### config.mk
export PLATFORM = sky130hd
export DESIGN_NAME = if_id_skid_stage
export DESIGN_NICKNAME = d
export VERILOG_FILES = /design/src/rtl/if_id_skid_stage.sv
export SDC_FILE = /design/constraint.sdc
export NUM_CORES = 1
export LEC_CHECK = 0
export ABC_AREA = 1
export ABC_CLOCK_PERIOD_IN_PS = 4400
export BUFFER_PORTS_ARGS = -buffer_cell sky130_fd_sc_hd__buf_4
export CAP_MARGIN = 20
export CORE_MARGIN = 5
export CORE_UTILIZATION = 50
export DETAILED_ROUTE_END_ITERATION = 10
export PLACE_DENSITY = 0.73
export SLEW_MARGIN = 20
export SYNTH_ARGS = -nofsm -noshare
export SYNTH_HDL_FRONTEND = slang
export SYNTH_SLANG_ARGS = --single-unit
### constraint.sdc
create_clock -name clk -period 4.4 [get_ports clk]
set_input_delay 0.22 -clock clk [delete_from_list [all_inputs] [get_ports clk]]
set_output_delay 0.22 -clock clk [all_outputs]
set_load 0.01 [all_outputs]
### src/rtl/if_id_skid_stage.sv
// if_id_skid_stage: IF/ID boundary register with a 2-entry skid buffer, flush-to-bubble
// and a saturating decode-stall counter; in_ready depends on registered state only.
module if_id_skid_stage #(
    parameter int          DATA_W    = 32,
    parameter int          PC_W      = 32,
    parameter logic [31:0] NOP_INSTR = 32'h0000_0013,
    parameter int          CNT_W     = 16
) (
    input  logic              clk,
    input  logic              rst_n,
    input  logic              flush,
    input  logic              in_valid,
    output logic              in_ready,
    input  logic [PC_W-1:0]   in_pc,
    input  logic [DATA_W-1:0] in_instr,
    output logic              out_valid,
    input  logic              out_ready,
    output logic [PC_W-1:0]   out_pc,
    output logic [DATA_W-1:0] out_instr,
    output logic [CNT_W-1:0]  stall_cnt,
    input  logic              clr_cnt
);

    localparam logic [DATA_W-1:0] NOP = DATA_W'(NOP_INSTR);

    typedef enum logic [1:0] {EMPTY, BUSY, FULL} state_t;

    state_t             state_q, state_d;
    logic [PC_W-1:0]    main_pc_q, main_pc_d, skid_pc_q, skid_pc_d;
    logic [DATA_W-1:0]  main_instr_q, main_instr_d, skid_instr_q, skid_instr_d;
    logic [CNT_W-1:0]   cnt_q, cnt_d;
    logic               accept, consume;

    assign in_ready  = state_q != FULL;
    assign out_valid = state_q != EMPTY;
    assign out_pc    = main_pc_q;
    assign out_instr = main_instr_q;
    assign stall_cnt = cnt_q;
    assign accept    = in_valid & in_ready;
    assign consume   = out_valid & out_ready;

    always_comb begin
        state_d      = state_q;
        main_pc_d    = main_pc_q;
        main_instr_d = main_instr_q;
        skid_pc_d    = skid_pc_q;
        skid_instr_d = skid_instr_q;
        case (state_q)
            EMPTY: if (accept) begin
                state_d      = BUSY;
                main_pc_d    = in_pc;
                main_instr_d = in_instr;
            end
            BUSY: if (accept && consume) begin
                main_pc_d    = in_pc;
                main_instr_d = in_instr;
            end else if (accept) begin
                state_d      = FULL;
                skid_pc_d    = in_pc;
                skid_instr_d = in_instr;
            end else if (consume) begin
                state_d      = EMPTY;
                main_pc_d    = '0;
                main_instr_d = NOP;
            end
            FULL: if (consume) begin
                state_d      = BUSY;
                main_pc_d    = skid_pc_q;
                main_instr_d = skid_instr_q;
                skid_pc_d    = '0;
                skid_instr_d = NOP;
            end
            default: state_d = EMPTY;
        endcase
        // flush wins over every accept/consume transition; empty entries carry the bubble
        if (flush || state_d == EMPTY) begin
            state_d      = EMPTY;
            main_pc_d    = '0;
            main_instr_d = NOP;
            skid_pc_d    = '0;
            skid_instr_d = NOP;
        end
        cnt_d = clr_cnt ? '0
              : (out_valid && !out_ready && !flush && cnt_q != '1) ? cnt_q + CNT_W'(1)
              : cnt_q;
    end

    always_ff @(posedge clk or negedge rst_n) begin
        if (!rst_n) begin
            state_q      <= EMPTY;
            main_pc_q    <= '0;
            main_instr_q <= NOP;
            skid_pc_q    <= '0;
            skid_instr_q <= NOP;
            cnt_q        <= '0;
        end else begin
            state_q      <= state_d;
            main_pc_q    <= main_pc_d;
            main_instr_q <= main_instr_d;
            skid_pc_q    <= skid_pc_d;
            skid_instr_q <= skid_instr_d;
            cnt_q        <= cnt_d;
        end
    end

endmodule

[Word level (Yosys, flattened, before mapping)]
Cells that the tools add are included.
W data, S select, Z words.
Storage, ports and cells
  flip-flop bits (word level): 146
  input bits: 70
  output and inout bits: 82
  logic and storage cells: 63
Operators by class
  add/subtract/negate cells: 1
  eq/ne operators: 10
  multiplexer cells: 29
  bitwise operators: 2
  reductions and logical operators: 15
Operator list (count)
  $mux W32: 16
  $pmux W32 S3: 2
  $pmux W32 S2: 2
  $mux W16: 2
  $add A16 B1 Y16 const B: 1
  $ne A16 B16 Y1 const B: 1
  $mux W2: 6
  $ne A3 B3 Y1 const B: 4
  $ne A4 B4 Y1 const B: 2
  $pmux W2 S3: 1
  $reduce_and A5 Y1: 1
  $logic_and A1 B1 Y1: 4
  $logic_not A2 Y1: 2
  $reduce_and A4 Y1: 1
  $reduce_bool A2 Y1: 2
  $reduce_bool A4 Y1: 1
  $reduce_bool A3 Y1: 1
  $and A1 B1 Y1: 2
  $eq A2 B1 Y1 const B: 1
  $eq A2 B2 Y1 const B: 1
  $logic_not A1 Y1: 2
  $ne A2 B2 Y1 const B: 1
  $logic_or A1 B1 Y1: 1

[Logic depth before layout (Yosys ltp)]
Gate-level depths: netlist of the first run.
  depth in word-level cells: 10
  mapped depth: 15
  gate-level depth less buffers: 14

[Worst setup path before layout of the first run]
No wires, ideal clock.
  path type: reg2reg
  start point: register state_q[0]
  end point: register skid_instr_q[21]
  library setup time: 118 ps
  data arrival time: 1750 ps
  data required time: 4282 ps
  slack: 2532 ps
  stages on the path, launching flop included: 12
  path buffers: 2
  clock period less this slack: 1868 ps
  path through: dfrtp_1 -> inv_1 -> ha_1 -> inv_2 -> nand2_1 -> nand3_1 -> a21oi_4 -> inv_2 -> buf_2 -> buf_2 -> nand4_1 -> nand2_1
On the way
  elaborated cells between the ends (all ways): 23
  classes of those cells: 6 x eq/ne; 8 x mux; 2 x bitwise; 7 x reduce/logical
RTL lines
  start, declared: line 28  | state_t state_q, state_d;
  start signal, assigned: line 97  | state_q <= state_d;
  $ne A2 B2 Y1 *: line 34  | assign in_ready = state_q != FULL;
  via in_ready: line 13  | output logic in_ready,
  $and A1 B1 Y1 *: line 39  | assign accept = in_valid & in_ready;
  $mux W2 / $logic_and A1 B1 Y1 (equally long branches): line 57, 54
  $mux W2: line 54  | BUSY: if (accept && consume) begin
  $pmux W2 S3: line 48  | case (state_q)
  $logic_not A2 Y1: line 76  | if (flush || state_d == EMPTY) begin
  $logic_or A1 B1 Y1: line 76
  $ne A3 B3 Y1 (no line) / $reduce_bool A3 Y1 (equally long branches)
  $reduce_and A4 Y1 (no line)
  end signal, assigned: line 101  | skid_instr_q <= skid_instr_d;
  end, declared: line 30  | logic [DATA_W-1:0] main_instr_q, main_instr_d, skid_instr_q, skid_instr_d;
The timed path passes the listed nets; every way through them passes the cells marked *.
A chain may end at the register's enable or synchronous reset.

[Worst setup path in the final report of the first run]
  start point: register state_q[0]
  end point: register skid_instr_q[4]
On the way
  word-level cells in the longest chain between the ends: 10
  elaborated cells between the ends (all ways): 23
  classes of those cells: 6 x eq/ne; 8 x mux; 2 x bitwise; 7 x reduce/logical
RTL lines
  $reduce_bool A2 Y1: line 35  | assign out_valid = state_q != EMPTY;
  $and A1 B1 Y1: line 40  | assign consume = out_valid & out_ready;
  $mux W2: line 61  | end else if (consume) begin
  $mux W2: line 57  | end else if (accept) begin
  $mux W2: line 54
  $pmux W2 S3: line 48
  $logic_not A2 Y1: line 76
  $logic_or A1 B1 Y1: line 76
  $ne A3 B3 Y1 (no line) / $reduce_bool A3 Y1 (equally long branches)
  $reduce_and A4 Y1 (no line)
Parallel ways exist; a longest one is shown, timed or not.

==> results of run 1 <==
==> power by group through the flow <==
stage | Sequential (W) | Combinational (W) | Clock (W)
after floorplan | 0.00158 | 0.000750 | 0
after global placement | 0.00156 | 0.00108 | 0
after detailed placement | 0.00156 | 0.00109 | 0
after CTS | 0.00154 | 0.00110 | 0.00141
after global routing | 0.00155 | 0.00123 | 0.00147
final | 0.00154 | 0.00110 | 0.00139
==> worst max path at each step <==
| stage | startpoint | endpoint | slack (ns) | depth (start not counted) |
|---|---|---|---|---|
| 2_1_floorplan | state_q[0]$_DFF_PN0_ | skid_instr_q[21]$_DFFE_PN0P_ | 2.53 | 11 |
| 6_report | state_q[0]$_DFF_PN0_ | skid_instr_q[4]$_DFFE_PN1P_ | 1.26 | 12 |
| 3_3_place_gp | state_q[0]$_DFF_PN0_ | skid_instr_q[1]$_DFFE_PN1P_ | 1.41 | 12 |
| 5_1_grt | state_q[0]$_DFF_PN0_ | skid_instr_q[0]$_DFFE_PN1P_ | 0.97 | 12 |
| 4_1_cts | state_q[0]$_DFF_PN0_ | skid_instr_q[4]$_DFFE_PN1P_ | 1.28 | 12 |
| 3_5_place_dp | state_q[0]$_DFF_PN0_ | skid_instr_q[0]$_DFFE_PN1P_ | 1.32 | 12 |
==> metal layers <==
metal / part of all wire (%) / routed length, µm / track usage (%) / vias to the layer above
met5: 0 / 0 / 0 / -
met4: 1.6 / 336 / 7.17 / 0
met3: 6.8 / 1440 / 5.20 / 24
met2: 46 / 9690 / 36.9 / 248
met1: 46 / 9580 / 32.7 / 3414
li1: - / - / - / 3661
==> sequential cells by signal (all words and copies together), names as in the netlist <==
name and flops:
state_q 2, skid_instr_q 32, out_pc 32, out_instr 32, stall_cnt 16, skid_pc_q 32
==> cells by family (layout without fill, tap and decap cells) <==
logic type | after synthesis | count (layout)
XOR/XNOR | 7 | 7
AO/OA/AOI/OAI | 91 | 91
AND/OR/NAND/NOR | 619 | 619
buffers and inverters | 175 | 292
flip-flops | 146 | 146
adder cells (fa/ha/maj) | 5 | 5
==> through the flow <==
step / instances / setup WS, ns / instance area [µm²]
after CTS: 1371 / 1.28 / 9520
after detailed placement: 1338 / 1.32 / 8940
after global routing: 1371 / 0.967 / 9520
final: 1371 / 1.26 / 9520
after floorplan: 1043 / 2.53 / 7840
after global placement: 1338 / 1.41 / 8940
==> layout by cell type (no fill, tap or decap), types with 4 or more instances in the layout <==
| cell | instances |
|---|---|
| nand3_1 | 81 |
| inv_2 | 4 |
| nand2_1 | 246 |
| clkbuf_16 | 17 |
| ha_1 | 4 |
| clkbuf_8 | 5 |
| a21oi_1 | 7 |
| clkbuf_1 | 5 |
| nand4_1 | 133 |
| nor2_1 | 144 |
| nor3_1 | 8 |
| o21ai_1 | 47 |
| xor2_1 | 7 |
| dfstp_2 | 6 |
| inv_1 | 87 |
| o21ai_0 | 32 |
| buf_4 | 163 |
| dfrtp_1 | 140 |
==> final cells by class <==
class,count,area [µm²],share of cell area (%)
clock buffers,27,513,5.39
clock inverters,4,47.5,0.499
inverters,94,357,3.75
multi-input cells,722,3400,35.8
flip-flops and latches,146,3660,38.4
well taps,211,264,2.77
repair buffers,167,1270,13.4
==> what timing repair did <==
| action | 4_1_cts | 5_1_grt |
|---|---|---|
| endpoints found under the hold margin | 65 | 0 |
| endpoints found under the setup margin | 0 | 0 |
| hold buffers | 2 | 0 |
==> critical path, delay by kind of cell (launching register included) <==
family          cells  cell delay (ns)
buf+inv             2             0.85
simple gates        8             1.16
fa+ha+maj           1             0.47
compound gates      1             0.17
flops               1             0.40
==> metrics.txt, run 1 <==
final setup TNS=0 ns; Slew @ Worst Pin=around 1.1 ns; Switching Share=33.1%; Min-Delay Path Class=primary input to register; Max clock buf depth=2; drt first pass iters=6; first-pass GRT wire length=~35 mm; Flop pwr share=a little under two fifths; PnR Total Power=roughly 0.004 W; sequential fraction of the synthesis area=~47%; Cell Area, Synth=slightly below 8000 µm²; Synth Area in XOR/XNOR=0.782%; CTS clk-pin slew, worst paths=0.06 ns; internal power=0.00269 W; Slew Limit Fails=0; # IOs=~150; count of state elements after synthesis=approximately 150; Switch Pwr=0.00133 W; vias in the first global route=7000; CP Capture Type=register; largest net degree at the start of global routing=86; pwr dens=~420 nW/µm²; post-DR vias/cell=between 5 and 6; leakage power total=slightly below 5 nW; number of DRC markers in iteration 0=approximately 790; worst reg2reg endpoint=skid_instr_q[4]$_DFFE_PN1P_; final setup vio count=0; Async SR Flop Fraction=100%; relative slew slack=between 20% and 30%; Setup crit start kind=register; area grow syn2layout=21.4%; cell count after synthesis=1043; Worst Min Path Start=clr_cnt; GRT Util Overall=a little under a quarter; kind of critical path=register to register; CP required=approximately 4.8 ns; DR DRC count=0; TritonCTS clock tree=yes; CP arrival=between 3 and 4 ns; Synth warnings=0; vias=about 7300; skew final=0.00738 ns; Layout Nets=1223; Post-synth EDFFs=0; mux contribution to synthesized area=0%; Worst Reg-to-Reg Cells=12; synthesized-area fraction occupied by adder cells=0.798%; final cycle utilization of the critical path=slightly above 70%; cells along the critical path=inv_1, ha_2, nor2_1, a21oi_1, nand2_1, nand2_1, nand2_1, nand2_4, buf_4, nand3_1, nand2_1, nand2_1; top cells by area, synth=dfrtp_1, nand2_1, nand4_1; Critical Path Slowest Stage Cell=buf_4; Fmax=between 0.3 and 0.4 GHz; max cap viols=0; cell taking the most area after synthesis=dfrtp_1; Port Buffer Count=about 150; Layout Utilization=just over 60%; clock share of power=between 30% and 40%; largest family of logic cells by synthesized area=simple AND/OR/NAND/NOR gates; WHS Path Cells=2; gpl congestion=between 0.8 and 0.9; Clock Sinks=between 100 and 150; die footprint=~18000 µm²; chip height=between 100 and 150 µm; DR WL/cell=between 15 and 20 µm; Post-Synth Simple-Gate Area=around 36%; Die X=approximately 140 µm; Reg2Reg Setup Slack=about 1.3 ns; Post-Route WL=around 21 mm; synth cell count leaders=nand2_1, nor2_1, dfrtp_1, nand4_1, inv_1; # rows=45; Synth top area share=between 40 and 50%; share of cells above drive strength 1=~18%; VDD IR max=0.311 mV; Critical Path Fanout Max=85; dpl hpwl=between 10 and 15 mm; Core Region=15300 µm²; Hold Path End=stall_cnt[8]$_DFFE_PN0P_; top_reg_cell synth=dfrtp_1; hold violation count in the final report=0; FILL cells=between 1000 and 1500; antenna violations before repair=0; cts repair resizes=0; RR Startpoint=state_q[0]$_DFF_PN0_; most used cell, CP=nand2_1; remaining global-route overflow=0; antenna viol nets, final=0; CP peak stage delay=between 0.7 and 0.8 ns; hold slack final=approximately 0.047 ns; Root Driver=clkbuf_16; minimum clock period after layout=approximately 3.1 ns; Initial Utilization=between 50% and 60%; most common cell in the netlist=nand2_1; Synth Area in Compound Gates=a little over 6%; status=completed; antenna cell count=0; logic gate share of total power=between 20% and 30%; # Post-CTS Setup Buffers=0; post-synth cell types=28; H-tree Lvls=4; Post-Syn Nets=between 1000 and 1500; RSZ-0062 raised after global routing=no; CTS Buf Count=17; syn_area_per_cell=roughly 7.5 µm²; clk_lat worst skew=about 0.42 ns
No activity file was read; power rests on OpenSTA's default activity.
==> run 2, diff against run 1 <==
--- a/config.mk
+++ b/config.mk
@@ -5,14 +5,14 @@
 export SDC_FILE = /design/constraint.sdc
 export NUM_CORES = 1
 export LEC_CHECK = 0
-export ABC_AREA = 1
-export ABC_CLOCK_PERIOD_IN_PS = 4400
+export ABC_AREA = 0
+export ABC_CLOCK_PERIOD_IN_PS = 2850
 export BUFFER_PORTS_ARGS = -buffer_cell sky130_fd_sc_hd__buf_4
 export CAP_MARGIN = 20
 export CORE_MARGIN = 5
-export CORE_UTILIZATION = 50
+export CORE_UTILIZATION = 49
 export DETAILED_ROUTE_END_ITERATION = 10
-export PLACE_DENSITY = 0.73
+export PLACE_DENSITY = 0.76
 export SLEW_MARGIN = 20
 export SYNTH_ARGS = -nofsm -noshare
 export SYNTH_HDL_FRONTEND = slang
==> constraint.sdc (replaced) <==
create_clock -name clk -period 2.85 [get_ports clk]
set_input_delay 0.1425 -clock clk [delete_from_list [all_inputs] [get_ports clk]]
set_output_delay 0.1425 -clock clk [all_outputs]
set_load 0.01 [all_outputs]
==> run 2 against run 1 <==
Against the previous run: power is 120% higher; core utilization is 4.6 points higher; global-route usage is 0.85 points lower; clock skew is 0.0011 ns lower; synthesized cell count is 38% lower; routed wire length is 13% lower; via count is 20% lower; non-clock buffer count is 39 higher; die area is 9.4% lower; combinational power grew to 3.6 times the previous value; clock power is 57% higher; final cell count is 27% lower.
==> metrics.txt, run 2 <==
synthesized-area fraction occupied by adder cells=less than 1%; Cells after DPL=930; CP arrival=2.89 ns; FILL cells=1041; relative slew slack=48.1%; Synth warnings=0; post-DR vias/cell=5.84; DR DRC count=0; leakage power total=4.03 nW; commonest non-fill, non-tap cell in the layout=buf_4; skew final=0.00627 ns; VDD IR max=approximately 0.67 mV; antenna violations before repair=0; Clock Sinks=about 150; Slew @ Worst Pin=just under 0.8 ns; minimum clock period after layout=around 2.6 ns; remaining global-route overflow=0; non-filler cells, final=1004; Initial Utilization=approximately 50%; largest net degree at the start of global routing=83; hold violation count in the final report=0; Die X=roughly 130 µm; Synth Area in XOR/XNOR=roughly 1.3%; Post-Syn Nets=717; RSZ-0062 raised after global routing=no; final setup TNS=0 ns; antenna viol nets, final=0; CP required=between 3 and 4 ns; Max clock buf depth=2; placed cell areas=8240 µm²; most frequent cells in the layout=buf_4, nor2_1, dfrtp_1, a22oi_1, a211oi_2; Core Region=between 10000 and 15000 µm²; clk_lat worst skew=0.42 ns; CTS clk-pin slew, worst paths=0.06 ns; # IOs=between 150 and 200; cell taking the most area after synthesis=dfrtp_1; first-pass GRT wire length=approximately 30 mm; Async SR Flop Fraction=100%; most common cell in the netlist=nor2_1; pwr dens=around 960 nW/µm²; cts repair resizes=0; Slew Limit Fails=0; drt first pass iters=7; cell count after synthesis=roughly 640; Post-Route WL=about 18 mm; final setup vio count=0; Cell Area, Synth=slightly below 7000 µm²; GRT Util Overall=22.7%; Synth Area in Compound Gates=28.1%; Fmax=about 0.4 GHz; final cycle utilization of the critical path=90.1%; number of DRC markers in iteration 0=roughly 520; dpl hpwl=around 12 mm; die footprint=16600 µm²; kind of critical path=register to register; share of cells above drive strength 1=approximately a third; Min-Delay Path Class=primary input to register; Critical Path Fanout Max=30; top cells by area, synth=dfrtp_1, a22oi_1, a211oi_2; gpl congestion=roughly 0.8; Root Driver=clkbuf_16; top_reg_cell synth=dfrtp_1; Synth top area share=a little over 50%; Post-synth EDFFs=0; count of state elements after synthesis=between 100 and 150; CP Capture Type=register; sequential fraction of the synthesis area=53.0%; Post-Synth Simple-Gate Area=a little under an eighth; largest family of logic cells by synthesized area=compound AO/OA/AOI/OAI gates; status=completed; post-synth cell types=47; Design Area, Final=roughly 9200 µm²; H-tree Lvls=4; Layout Nets=about 880; TritonCTS clock tree=yes; Setup crit start kind=register; syn_area_per_cell=around 11 µm²; CTS Buf Count=17; chip height=129 µm; DR WL/cell=between 15 and 20 µm; # rows=43; area grow syn2layout=33.6%; vias in the first global route=between 6000 and 7000; synth cell count leaders=nor2_1, dfrtp_1, a22oi_1, a211oi_2, clkbuf_1; mux contribution to synthesized area=less than 1%; max cap viols=0; Port Buffer Count=~150; vias=5863
## run 2: where the power goes
part           switching (W)  total, W  internal (W)
Combinational        0.00241   0.00396       0.00155
Sequential          0.000256   0.00273       0.00248
Clock               0.000833   0.00218       0.00135
Total                0.00349   0.00887       0.00538
## run 2: layout make-up
cell class / count / area (µm²) / area share (%)
Multi-Input combinational cell: 429 / 2960 / 32.1
Timing Repair Buffer: 206 / 1760 / 19.1
Sequential cell: 146 / 3660 / 39.7
Tap cell: 180 / 225 / 2.44
Inverter: 9 / 33.8 / 0.366
Clock buffer: 22 / 474 / 5.14
Antenna cell: 3 / 7.51 / 0.0813
Clock inverter: 9 / 105 / 1.14
## run 2: cells by family after synthesis
family                     Yosys count
AOI/OAI and AO/OA                  223
and+or+nand+nor                    190
DFF                                146
buffers and inverters               67
xor gates and xnor gates            10
adders and majority gates            5
muxes                                1
## run 2: timing repair
action / 4_1_cts / 5_1_grt
hold buffers: 40 / 0
hold endpoints to repair: 120 / 0
setup buffers: 0 / 0
## run 2: final timing paths
path	startpoint	end	slack (ns)	depth (start not counted)
max	state_q[1]$_DFF_PN0_	out_instr[11]$_DFFE_PN0P_	0.28	8
min	in_instr[23]	skid_instr_q[23]$_DFFE_PN0P_	0.009	3
max reg2reg	state_q[1]$_DFF_PN0_	out_instr[11]$_DFFE_PN0P_	0.28	8
min reg2reg	skid_instr_q[20]$_DFFE_PN0P_	skid_instr_q[20]$_DFFE_PN0P_	0.52	2
max in group asynchronous	rst_n	skid_instr_q[4]$_DFFE_PN1P_	1.61	3
min in group asynchronous	rst_n	stall_cnt[9]$_DFFE_PN0P_	0.34	2
## run 2: critical path, stage by stage, from the launching register on
cell,delay [ns]
dfrtp_1,0.43
inv_1,0.13
ha_1,0.40
nand2b_1,0.28
a21o_1,0.16
o221ai_1,0.12
a211o_4,0.52
buf_12,0.24
a211oi_1,0.17
## run 2: layer usage
metal | up-vias | routed length (µm) | global-route usage (%)
li1 | 2694 | - | -
met2 | 205 | 9400 | 37.8
met5 | - | 0 | 0
met4 | 0 | 505 | 9.82
met1 | 2923 | 7430 | 28.6
met3 | 41 | 982 | 4.69
## run 2: stage by stage
| stage | power, W | setup WS, ns | hold WS, ns | util, % |
|---|---|---|---|---|
| finish | 0.00887 | 0.282 | 0.00895 | 66.8 |
| global route | 0.00939 | 0.132 | 0.0135 | 66.7 |
| CTS | 0.00893 | 0.280 | 0.000477 | 66.7 |
| detailed placement | 0.00668 | 0.281 | 0.241 | 59.6 |
| global placement | 0.00653 | 0.435 | 0.231 | 59.6 |
| floorplan | 0.00535 | 0.794 | -0.153 | - |
==> run 3, diff against run 2 <==
--- a/config.mk
+++ b/config.mk
@@ -10,9 +10,10 @@
 export BUFFER_PORTS_ARGS = -buffer_cell sky130_fd_sc_hd__buf_4
 export CAP_MARGIN = 20
 export CORE_MARGIN = 5
-export CORE_UTILIZATION = 49
+export CORE_UTILIZATION = 50
+export CTS_BUF_LIST = sky130_fd_sc_hd__clkbuf_8
 export DETAILED_ROUTE_END_ITERATION = 10
-export PLACE_DENSITY = 0.76
+export PLACE_DENSITY = 0.77
 export SLEW_MARGIN = 20
 export SYNTH_ARGS = -nofsm -noshare
 export SYNTH_HDL_FRONTEND = slang
==> run 3 against run 2 <==
Against the previous run: power fell by 6.3%; die area is 1.8% lower; clock power decreased by 28%; core utilization increased by 0.55 points; critical path type unchanged; largest power group unchanged.
==> metrics.txt, run 3 (synthesized netlist as in run 2, its figures left out) <==
status=completed; crit-path leading delay family=compound AO/OA/AOI/OAI gates; Slew Limit Fails=0; minimum clock period after layout=approximately 2.7 ns; die footprint=~16000 µm²; Critical path buffers and inverters=2; VDD IR max=0.641 mV; remaining global-route overflow=0; kind of critical path=register to register; H-tree Lvls=4; Core Region=~14000 µm²; FILL cells=between 1000 and 1500; Fmax=~0.37 GHz; cells along the critical path=inv_1, ha_1, nand2b_1, a21o_1, o221ai_1, a211o_4, buf_12, a211oi_2; GRT Util Overall=about a quarter; commonest non-fill, non-tap cell in the layout=buf_4; chip height=around 130 µm; vias=5963; internal power=around 0.0048 W; leakage power total=a little over 4 nW; post-DR vias/cell=5.79; max cap viols=0; Critical Path Slowest Stage Cell=a211o_4; clk_lat worst skew=0.45 ns; Min-Delay Path Class=primary input to register; Slew @ Worst Pin=about 0.75 ns; relative slew slack=about half; Switch Pwr=about 0.0035 W; skew final=slightly below 0.01 ns; pwr dens=between 900 and 1000 nW/µm²; Clock Sinks=roughly 150; gpl congestion=around 0.92; CP required=roughly 3.2 ns; final setup vio count=0; largest net degree at the start of global routing=between 70 and 80; Setup crit start kind=register; CP arrival=3.06 ns; Post-Route WL=19.2 mm; clock share of power=a little under a fifth; drt first pass iters=6; Max clock buf depth=2; Die X=128 µm; Initial Utilization=about half; CP peak stage delay=0.52 ns; number of DRC markers in iteration 0=464; RSZ-0062 raised after global routing=no; CTS Buf Count=17; CP Capture Type=register; Critical Path Fanout Max=43; Layout Nets=911; Root Driver=clkbuf_8; antenna violations before repair=1; Port Buffer Count=~150; first-pass GRT wire length=slightly above 30 mm; TritonCTS clock tree=yes; most frequent cells in the layout=buf_4, nor2_1, dfrtp_1, a22oi_1, dlygate4sd3_1; vias in the first global route=between 5000 and 6000; logic gate share of total power=between 40% and 50%; Switching Share=42.4%; hold violation count in the final report=0; antenna viol nets, final=0; DR DRC count=0; # rows=43; area grow syn2layout=33.7%; final cycle utilization of the critical path=approximately 95%; Flop pwr share=32.9%; PnR Total Power=about 0.0083 W; final setup TNS=0 ns; # IOs=between 150 and 200; # Post-CTS Setup Buffers=0; CTS clk-pin slew, worst paths=about 0.09 ns; dpl hpwl=11.7 mm; DR WL/cell=~19 µm; share of cells above drive strength 1=32.4%; Layout Utilization=between 60% and 70%; hold slack final=around 0.034 ns
[run 3: worst register-to-register path: stages, from the launching register on]
cell and delay [ns]:
dfrtp_1 0.43, inv_1 0.14, ha_1 0.42, nand2b_1 0.29, a21o_1 0.15, o221ai_1 0.23, a211o_4 0.52, buf_12 0.24
a211oi_2 0.20
[run 3: power by group through the flow]
stage                     combinational (W)  clock, W  sequential [W]
after floorplan                     0.00248         0         0.00287
after global placement              0.00375         0         0.00275
after detailed placement            0.00387         0         0.00276
after CTS                           0.00397   0.00159         0.00273
after global routing                0.00435   0.00169         0.00277
final                               0.00401   0.00157         0.00273
[run 3: area by class of cell]
| class | instances | area (µm²) | area share, % |
|---|---|---|---|
| clock inverters | 15 | 143 | 1.54 |
| flip-flops and latches | 146 | 3660 | 39.6 |
| diodes | 1 | 2.50 | 0.0271 |
| multi-input cells | 430 | 2980 | 32.2 |
| well taps | 180 | 225 | 2.44 |
| inverters | 9 | 33.8 | 0.366 |
| repair buffers | 232 | 1960 | 21.2 |
| clock buffers | 17 | 234 | 2.53 |
[run 3: path summary, 6_finish.rpt]
check	slack, ns	depth (start not counted)	startpoint	endpoint
max	0.15	8	state_q[0]$_DFF_PN0_	out_pc[28]$_DFFE_PN0P_
min	0.03	3	in_pc[16]	skid_pc_q[16]$_DFFE_PN0P_
max reg2reg	0.15	8	state_q[0]$_DFF_PN0_	out_pc[28]$_DFFE_PN0P_
min reg2reg	0.53	2	skid_instr_q[6]$_DFFE_PN0P_	skid_instr_q[6]$_DFFE_PN0P_
max in group asynchronous	1.61	3	rst_n	stall_cnt[14]$_DFFE_PN0P_
min in group asynchronous	0.26	2	rst_n	stall_cnt[7]$_DFFE_PN0P_
[run 3: stage by stage]
step	std cells	setup WS [ns]	cell area, µm²
floorplan	642	0.794	6910
global placement	931	0.358	8190
detailed placement	931	0.159	8190
CTS	1027	0.135	9210
global route	1030	0.000946	9230
finish	1030	0.148	9230
[run 3: routing by layer]
| layer | routed length (µm) | global-route usage, % | up-vias |
|---|---|---|---|
| li1 | - | - | 2748 |
| met1 | 7870 | 30.8 | 2916 |
| met2 | 9460 | 38.1 | 243 |
| met3 | 1100 | 4.77 | 56 |
| met4 | 739 | 11.0 | 0 |
| met5 | 0 | 0 | - |
[run 3: repair_timing]
item | 4_1_cts | 5_1_grt
endpoints found under the setup margin | 0 | 58
endpoints found under the hold margin | 138 | 1
hold buffers | 64 | 1
resized for setup | 0 | 1
